### config.mk
export PLATFORM = sky130hd
export DESIGN_NAME = stopwatch_ctrl
export DESIGN_NICKNAME = d
export VERILOG_FILES = /design/src/rtl/stopwatch_pkg.sv /design/src/rtl/stopwatch_ctrl_bcd_counter.sv /design/src/rtl/stopwatch_ctrl.sv
export SDC_FILE = /design/constraint.sdc
export NUM_CORES = 1
export LEC_CHECK = 0
export ABC_CLOCK_PERIOD_IN_PS = 3240
export CAP_MARGIN = 20
export CORE_UTILIZATION = 47
export DETAILED_ROUTE_END_ITERATION = 6
export GPL_TIMING_DRIVEN = 1
export PLACE_DENSITY_LB_ADDON = 0.12
export SETUP_SLACK_MARGIN = 0.2
export SLEW_MARGIN = 30
export SYNTH_ARGS = -nofsm -noshare
export SYNTH_HDL_FRONTEND = slang
export SYNTH_HIERARCHICAL = 1
export SYNTH_SLANG_ARGS = --single-unit
### constraint.sdc
create_clock -name clk -period 3.24 [get_ports clk]
set_input_delay 0.648 -clock clk [delete_from_list [all_inputs] [get_ports clk]]
set_output_delay 0.648 -clock clk [all_outputs]
set_load 0.005 [all_outputs]
### src/rtl/stopwatch_pkg.sv
// Shared types and constants for the stopwatch controller and its BCD counter.
package stopwatch_pkg;

  localparam int unsigned DIGIT_W = 4;
  localparam logic [DIGIT_W-1:0] BCD_MAX = 4'd9;

  typedef enum logic [1:0] {
    IDLE    = 2'd0,
    RUNNING = 2'd1,
    PAUSED  = 2'd2,
    CLEAR   = 2'd3
  } state_t;

endpackage

### src/rtl/stopwatch_ctrl_bcd_counter.sv
// Cascaded BCD digit chain: increments by one on inc, synchronous clear, registered all-9s flag.
module bcd_counter
  import stopwatch_pkg::*;
#(
  parameter int unsigned N_DIGITS = 4
) (
  input  logic                          clk,
  input  logic                          rst,
  input  logic                          clr,
  input  logic                          inc,
  output logic [DIGIT_W*N_DIGITS-1:0]   count,
  output logic                          all9
);

  localparam int unsigned CNT_W = DIGIT_W * N_DIGITS;

  logic [CNT_W-1:0] nxt;
  logic             nxt_all9;
  logic             carry;

  // Ripple the +1 through the digits; a digit at 9 rolls to 0 and passes the carry on.
  always_comb begin
    nxt      = count;
    carry    = 1'b1;
    nxt_all9 = 1'b1;
    for (int unsigned i = 0; i < N_DIGITS; i++) begin
      if (carry) begin
        if (count[i*DIGIT_W +: DIGIT_W] == BCD_MAX) begin
          nxt[i*DIGIT_W +: DIGIT_W] = '0;
        end else begin
          nxt[i*DIGIT_W +: DIGIT_W] = count[i*DIGIT_W +: DIGIT_W] + DIGIT_W'(1);
          carry = 1'b0;
        end
      end
      if (nxt[i*DIGIT_W +: DIGIT_W] != BCD_MAX) begin
        nxt_all9 = 1'b0;
      end
    end
  end

  always_ff @(posedge clk) begin
    if (rst || clr) begin
      count <= '0;
      all9  <= 1'b0;
    end else if (inc) begin
      count <= nxt;
      all9  <= nxt_all9;
    end
  end

endmodule

### src/rtl/stopwatch_ctrl.sv
// Stopwatch controller: start/stop/clear FSM, tick prescaler, BCD elapsed count, overflow flag.
// Lap capture is built only when STOPWATCH_LAP_EN is defined; otherwise lap outputs are tied low.
module stopwatch_ctrl
  import stopwatch_pkg::*;
#(
  parameter int unsigned N_DIGITS = 4,
  parameter int unsigned TICK_DIV = 100,
  parameter bit          WRAP     = 1'b1
) (
  input  logic                          clk,
  input  logic                          rst,
  input  logic                          keyout,
  input  logic                          clr_key,
  input  logic                          lap_key,
  output state_t                        state,
  output logic [DIGIT_W*N_DIGITS-1:0]   count,
  output logic [DIGIT_W*N_DIGITS-1:0]   lap,
  output logic                          lap_valid,
  output logic                          ovf
);

  localparam int unsigned CNT_W = DIGIT_W * N_DIGITS;
  localparam int unsigned PRE_W = (TICK_DIV > 1) ? $clog2(TICK_DIV) : 1;
  localparam logic [PRE_W-1:0] PRE_MAX = PRE_W'(TICK_DIV - 1);

  logic [PRE_W-1:0] pre;
  logic             all9;
  logic             tick_c;
  logic             inc_c;
  logic             clr_c;

  assign tick_c = (state == RUNNING) && (pre == PRE_MAX);
  // Saturating build suppresses the increment once all digits read 9.
  assign inc_c  = tick_c && (WRAP || !all9);
  assign clr_c  = (state == CLEAR);

  always_ff @(posedge clk) begin
    if (rst) begin
      state <= IDLE;
    end else begin
      case (state)
        IDLE:    if (keyout) state <= RUNNING;
        RUNNING: if (keyout) state <= PAUSED;
        PAUSED: begin
          if (clr_key)     state <= CLEAR;
          else if (keyout) state <= RUNNING;
        end
        CLEAR:   state <= IDLE;
        default: state <= IDLE;
      endcase
    end
  end

  // Prescaler holds mid-period while paused so a resume finishes the partial tick.
  always_ff @(posedge clk) begin
    if (rst) begin
      pre <= '0;
    end else begin
      case (state)
        RUNNING: pre <= tick_c ? '0 : pre + PRE_W'(1);
        PAUSED:  pre <= pre;
        default: pre <= '0;
      endcase
    end
  end

  always_ff @(posedge clk) begin
    if (rst) begin
      ovf <= 1'b0;
    end else if (WRAP) begin
      ovf <= tick_c && all9;
    end else if (clr_c) begin
      ovf <= 1'b0;
    end else if (tick_c && all9) begin
      ovf <= 1'b1;
    end
  end

  bcd_counter #(
    .N_DIGITS(N_DIGITS)
  ) u_cnt (
    .clk   (clk),
    .rst   (rst),
    .clr   (clr_c),
    .inc   (inc_c),
    .count (count),
    .all9  (all9)
  );

`ifdef STOPWATCH_LAP_EN
  // Lap takes the registered count, i.e. the value before any same-cycle increment.
  always_ff @(posedge clk) begin
    if (rst) begin
      lap       <= '0;
      lap_valid <= 1'b0;
    end else begin
      lap_valid <= (state == RUNNING) && lap_key;
      if (clr_c) begin
        lap <= '0;
      end else if ((state == RUNNING) && lap_key) begin
        lap <= count;
      end
    end
  end
`else
  logic lap_key_unused;
  assign lap_key_unused = lap_key;
  assign lap            = CNT_W'(0);
  assign lap_valid      = 1'b0;
`endif

endmodule

==> out/qor.yml, run 1 <==
status: "completed"
ys_ff_latch: 27
drt-wirelength-per-cell_microns: 12.0
cts_buffers: 3
min_period_ns: 2.58
r2r_slack_ns: 0.66
hold_class: "reg -> reg"
ys_warn_count: 6
antenna_found_initial: 0
fp-row-count: 20
hold_viol_final: 0
ir_drop_mv: 0.275
final_core_util_pct: 57.1
hpwl_microns: 2140
power_density_mw_per_mm2: 289
finalCritPeriodShare_pct: 79.6
cp.arrival_ns: 2.85
grt_max_degree: 19
maxSlewViolCount: 0
root_buffer: "clkbuf_4"
final_common_cell: "dfxtp_1"
r2r_cells: 7
max_freq_ghz: 0.388
crit_required_ns: 3.51
crit_fanout: 8
clk_latency_ns: 0.32
cts-resized-gates: 0
ys.flop_type: "dfxtp_1"
routed_wirelength_microns: 2960
p_leak_uw: 0.000647
cpMaxStageDelayCell: "or4b_4"
clk_pin_slew_worst_paths_ns: 0.15
grt_pass1_vias: 1171
syn-instance-count: 184
grt_usage_pct: 17.9
die_h_microns: 60.3
drtAntennaViolNets: 0
drive_gt1_share_pct: 6.44
ctsHtreeMaxLevel: 1
hold_path_depth: 2
synth_edf_count: 0
cts.sinks: 27
cts_setup_buffers: 0
cts_tree: "done"
drt-vias-per-instance: 5.31
die_x_microns: 60.3
initial_utilization_pct: 51.1
seq_area_frac_synth_pct: 33.8
cp-end-kind: "register"
async_flop_share_pct: 0
cap_violations: 0
layout.nets: 209
io_pins: 41
critPathKind: "reg -> reg"
io_buffers: 22
grt_setup_unrepaired: "no"
postCtsHoldBufs: 0
setup_viol: 0
startpoint_type: "register"
first_iter_violations: 67
diodes: 0
grt_first_pass_wirelength_microns: 5030
synthesis.area_sq_mm: 0.00160
synthToLayoutAreaGrowth_pct: 11.7
slowest_delay_ns: 0.55
finClkSkew_ns: 0.00838
synth_cell_types: 47
syn_area_per_cell_sq_um: 8.68
drc: 0
cp-startpoint: "pre[2]$_SDFFE_PP0N_"
tns_ns: 0
overflow: 0
final_cell_mix: "dfxtp_1, clkdlybuf4s50_1, conb_1"
gp_congestion: 0.761
coreArea_sq_mm: 0.00313
die_area_sq_mm: 0.00364
timing.rr.start: "pre[2]$_SDFFE_PP0N_"
crit_path_end: "u_cnt/count[9]$_SDFFE_PP0P_"
drtPass1Iterations: 4
via_count: 1307
clk_path_buf_depth: 2
crit_chain: "or4b_4, or2_1, nor2_1, and2_1, nand4_4, or3_1, a21oi_1"
r2r-end: "u_cnt/count[9]$_SDFFE_PP0P_"
==> registers in the layout, summed over array words and instances, names as in the netlist <==
name	flops
u_cnt/count	16
pre	7
state	2
ovf	1
u_cnt/all9	1
==> through the flow <==
step                      power [uW]  hold slack (ns)  worst slack (ns)  instance area [sq um]  cells
after global routing             544            0.535             0.498                   1790    246
after global placement           377            0.468             0.711                   1760    242
after CTS                        525            0.510             0.649                   1790    246
after detailed placement         378            0.488             0.684                   1760    242
after floorplan                  381            0.448             0.930                   1660    200
final                            517            0.506             0.662                   1790    246
==> routing by layer <==
layer | vias up | share of wire, % | GRT usage [%]
li1 | 656 | - | -
met1 | 613 | 44 | 19.8
met2 | 32 | 50 | 32.8
met3 | 6 | 3.8 | 4.55
met4 | 0 | 2.2 | 6.31
met5 | - | 0 | 0
==> critical path: cells and delay by family, from the launching register on <==
kind             cells  cell delay (ns)
AND/OR/NAND/NOR      6             2.00
flip-flops           1             0.38
AO/OA/AOI/OAI        1             0.14
==> synthesized netlist by cell type, types with 3 or more instances <==
cell type   n  share of area [%]
a21oi_1    10                3.1
buf_4      18                8.5
clkbuf_1    3               0.70
dfxtp_1    27                 34
inv_1       6                1.4
nand2_1    12                2.8
nand3_1     7                2.2
nand3b_1    5                2.3
nor2_1     12                2.8
nor2b_1     8                3.1
nor3b_1     5                2.3
o2111ai_1   3                1.6
o21ai_0    13                4.1
or3_1       6                2.3
xor2_1      5                2.7
==> cells by family after synthesis <==
logic type	Yosys count	synth area share (%)
buffers and inverters	30	12.3
and+or+nand+nor	77	32.0
xor gates and xnor gates	7	3.84
DFF	27	33.8
muxes	3	1.96
adders and majority gates	1	0.783
AOI/OAI and AO/OA	38	15.0
other	1	0.235
==> where the power goes <==
part / leakage [uW] / internal, uW / switching, uW
logic: 0.000414 / 12.3 / 20.0
clock network: 0.0000150 / 48.2 / 97.4
registers: 0.000218 / 335 / 3.98
==> layout make-up <==
cell class              count  area [sq um]
fillers                   292          1340
multi-input cells         143           921
flip-flops and latches     27           541
repair buffers             22           220
well taps                  44          55.1
clock buffers               4          26.3
inverters                   6          22.5
==> worst min path at each step <==
stage	startpoint	end	slack, ns
floorplan	u_cnt/all9$_SDFFE_PP0P_	u_cnt/all9$_SDFFE_PP0P_	0.45
global placement	u_cnt/all9$_SDFFE_PP0P_	u_cnt/all9$_SDFFE_PP0P_	0.47
detailed placement	u_cnt/all9$_SDFFE_PP0P_	u_cnt/all9$_SDFFE_PP0P_	0.49
CTS	u_cnt/all9$_SDFFE_PP0P_	u_cnt/all9$_SDFFE_PP0P_	0.51
global route	u_cnt/all9$_SDFFE_PP0P_	u_cnt/all9$_SDFFE_PP0P_	0.54
finish	u_cnt/all9$_SDFFE_PP0P_	u_cnt/all9$_SDFFE_PP0P_	0.51
No activity file was read; power rests on OpenSTA's default activity.
==> run 2: changes to the inputs <==
--- a/config.mk
+++ b/config.mk
@@ -5,7 +5,7 @@
 export SDC_FILE = /design/constraint.sdc
 export NUM_CORES = 1
 export LEC_CHECK = 0
-export ABC_CLOCK_PERIOD_IN_PS = 3240
+export ABC_CLOCK_PERIOD_IN_PS = 2500
 export CAP_MARGIN = 20
 export CORE_UTILIZATION = 47
 export DETAILED_ROUTE_END_ITERATION = 6
==> constraint.sdc (replaced) <==
create_clock -name clk -period 2.5 [get_ports clk]
set_input_delay 0.5 -clock clk [delete_from_list [all_inputs] [get_ports clk]]
set_output_delay 0.5 -clock clk [all_outputs]
set_load 0.005 [all_outputs]
==> run 2 against run 1 <==
Effect of this change: clock skew increased by 0.0015 ns; via count is 1.8% higher; fmax is 17% higher; count of clock-buffer cells in the layout fell by 1; clock power grew 32%; die area is the same.
==> out/qor.yml, run 2 (synthesized netlist as in run 1, its figures left out) <==
status: "completed"
drt-wirelength-per-cell_microns: 12.0  # -0.40%
coreArea_sq_mm: 0.00313  # unchanged
max_freq_ghz: 0.453  # +17%
tns_ns: 0  # unchanged
cp-end-kind: "register"
grt_first_pass_wirelength_microns: 4970  # -1.1%
hold_ws_ns: 0.503  # -0.00326 ns
highest_layer: "met4"
min_period_ns: 2.21  # -0.371 ns
grt_usage_pct: 17.6  # -0.36 points
antenna_found_initial: 0  # unchanged
cpMaxStageDelayCell: "or4b_4"
stdcell_area_sq_mm: 0.00185  # +3.4%
clk_pin_slew_worst_paths_ns: 0.16  # about the same
max_flop_register: "u_cnt/count"
clk_latency_ns: 0.32  # about the same
ctsHtreeMaxLevel: 1  # unchanged
die_h_microns: 60.3  # unchanged
synthToLayoutAreaGrowth_pct: 15.5
maxSlewViolCount: 0  # unchanged
first_iter_violations: 62  # -7.5%
gp_congestion: 0.815  # +7.0%
setup_viol: 0  # unchanged
drc: 0  # unchanged
via_count: 1330  # +1.8%
drtPass1Iterations: 4  # unchanged
ir_drop_mv: 0.235  # -14%
reg_top3: "u_cnt/count (16), pre (7), state (2)"
postCtsHoldBufs: 0  # unchanged
fp-row-count: 20  # unchanged
grt_max_degree: 19  # unchanged
slowest_delay_ns: 0.54  # about the same
grt_pass1_vias: 1168  # -0.26%
grt_setup_unrepaired: "yes"
drt-vias-per-instance: 5.32  # +0.13%
m1WireLength_microns: 1340  # +3.5%
hpwl_microns: 2150  # +0.23%
die_x_microns: 60.3  # unchanged
routed_wirelength_microns: 3000  # +1.2%
crit_required_ns: 2.76  # -0.75 ns
worst_slack_ns: 0.293  # -0.369 ns
largest_register_ffs: 16  # unchanged
hold_class: "reg -> reg"
startpoint_type: "register"
met3_length_microns: 124  # +12%
drtAntennaViolNets: 0  # unchanged
die_area_sq_mm: 0.00364  # unchanged
initial_utilization_pct: 51.1  # unchanged
crit_chain: "or4b_4, or2_4, nor2_4, and3_4, nand4_4, or3_1, a21oi_1"
diodes: 0  # unchanged
critPathKind: "reg -> reg"
power_density_mw_per_mm2: 366  # +27%
crit_fanout: 6  # -2
finalCritPeriodShare_pct: 88.3  # +8.7 points
placed_area_sq_mm: 0.00178  # +1.0%
hold_viol_final: 0  # unchanged
dpl_worst_slack_ns: 0.190  # -0.493 ns
drive_gt1_share_pct: 12.1  # +5.7 points
io_buffers: 22  # unchanged
final_cell_mix: "dfxtp_1, clkdlybuf4s50_1, conb_1"
cp.arrival_ns: 2.47  # -0.38 ns
cts.sinks: 27  # unchanged
root_buffer: "clkbuf_4"
final_core_util_pct: 59.0  # +1.9 points
p_leak_uw: 0.000674  # +4.1%
cts_tree: "done"
layout.nets: 213  # +1.9%
final_common_cell: "dfxtp_1"
overflow: 0  # unchanged
met2_wirelength_microns: 1520  # +2.2%
io_pins: 41  # unchanged
cts_buffers: 3  # unchanged
cap_violations: 0  # unchanged
finClkSkew_ns: 0.00989  # +0.00151 ns
clk_path_buf_depth: 2  # unchanged
## run 2: cell count changes in the layout (fill, tap and decap cells not counted), sizes merged
cell | previous run | this run
buf | 0 | 4
clkbuf | 4 | 3
clkinv | 0 | 1
## run 2: cell type report
class                   instances  area, sq um
repair buffers                 26          250
fillers                       295         1280
well taps                      44         55.1
clock inverters                 1         5.00
clock buffers                   3         22.5
inverters                       6         22.5
multi-input cells             143          945
flip-flops and latches         27          546
## run 2: critical path: cells and delay by family, from the launching register on
family,cells,cell delay (ns)
simple gates,6,1.62
flops,1,0.38
compound gates,1,0.13
## run 2: path summary, 6_finish.rpt
path                                       end  slack (ns)                    start  depth (start not counted)
setup / recovery  u_cnt/count[14]$_SDFFE_PP0P_        0.29      pre[2]$_SDFFE_PP0N_                          7
hold / removal         u_cnt/all9$_SDFFE_PP0P_        0.50  u_cnt/all9$_SDFFE_PP0P_                          2
setup reg to reg  u_cnt/count[14]$_SDFFE_PP0P_        0.29      pre[2]$_SDFFE_PP0N_                          7
hold reg to reg        u_cnt/all9$_SDFFE_PP0P_        0.50  u_cnt/all9$_SDFFE_PP0P_                          2
## run 2: per-stage QoR
step / instances / total power (uW)
finish: 250 / 676
global route: 250 / 708
CTS: 248 / 682
detailed placement: 244 / 492
global placement: 244 / 491
floorplan: 200 / 494
## run 2: report_power, final
part | switching [uW] | total (uW) | internal, uW | leakage [uW]
clock network | 133 | 193 | 59.9 | 0.0000177
registers | 5.34 | 438 | 433 | 0.000219
logic | 27.6 | 44.7 | 17.1 | 0.000437
## run 2: timing repair
item,CTS,global route
setup buffers,0,2
endpoints found under the setup margin,7,8
pin swaps,0,1
gates resized for setup,3,5
gates cloned,0,0
## run 2: routing by layer
| metal | global-route usage [%] | vias up |
|---|---|---|
| li1 | - | 664 |
| met1 | 22.1 | 626 |
| met2 | 31.1 | 38 |
| met3 | 2.16 | 2 |
| met4 | 5.32 | 0 |
| met5 | 0 | - |
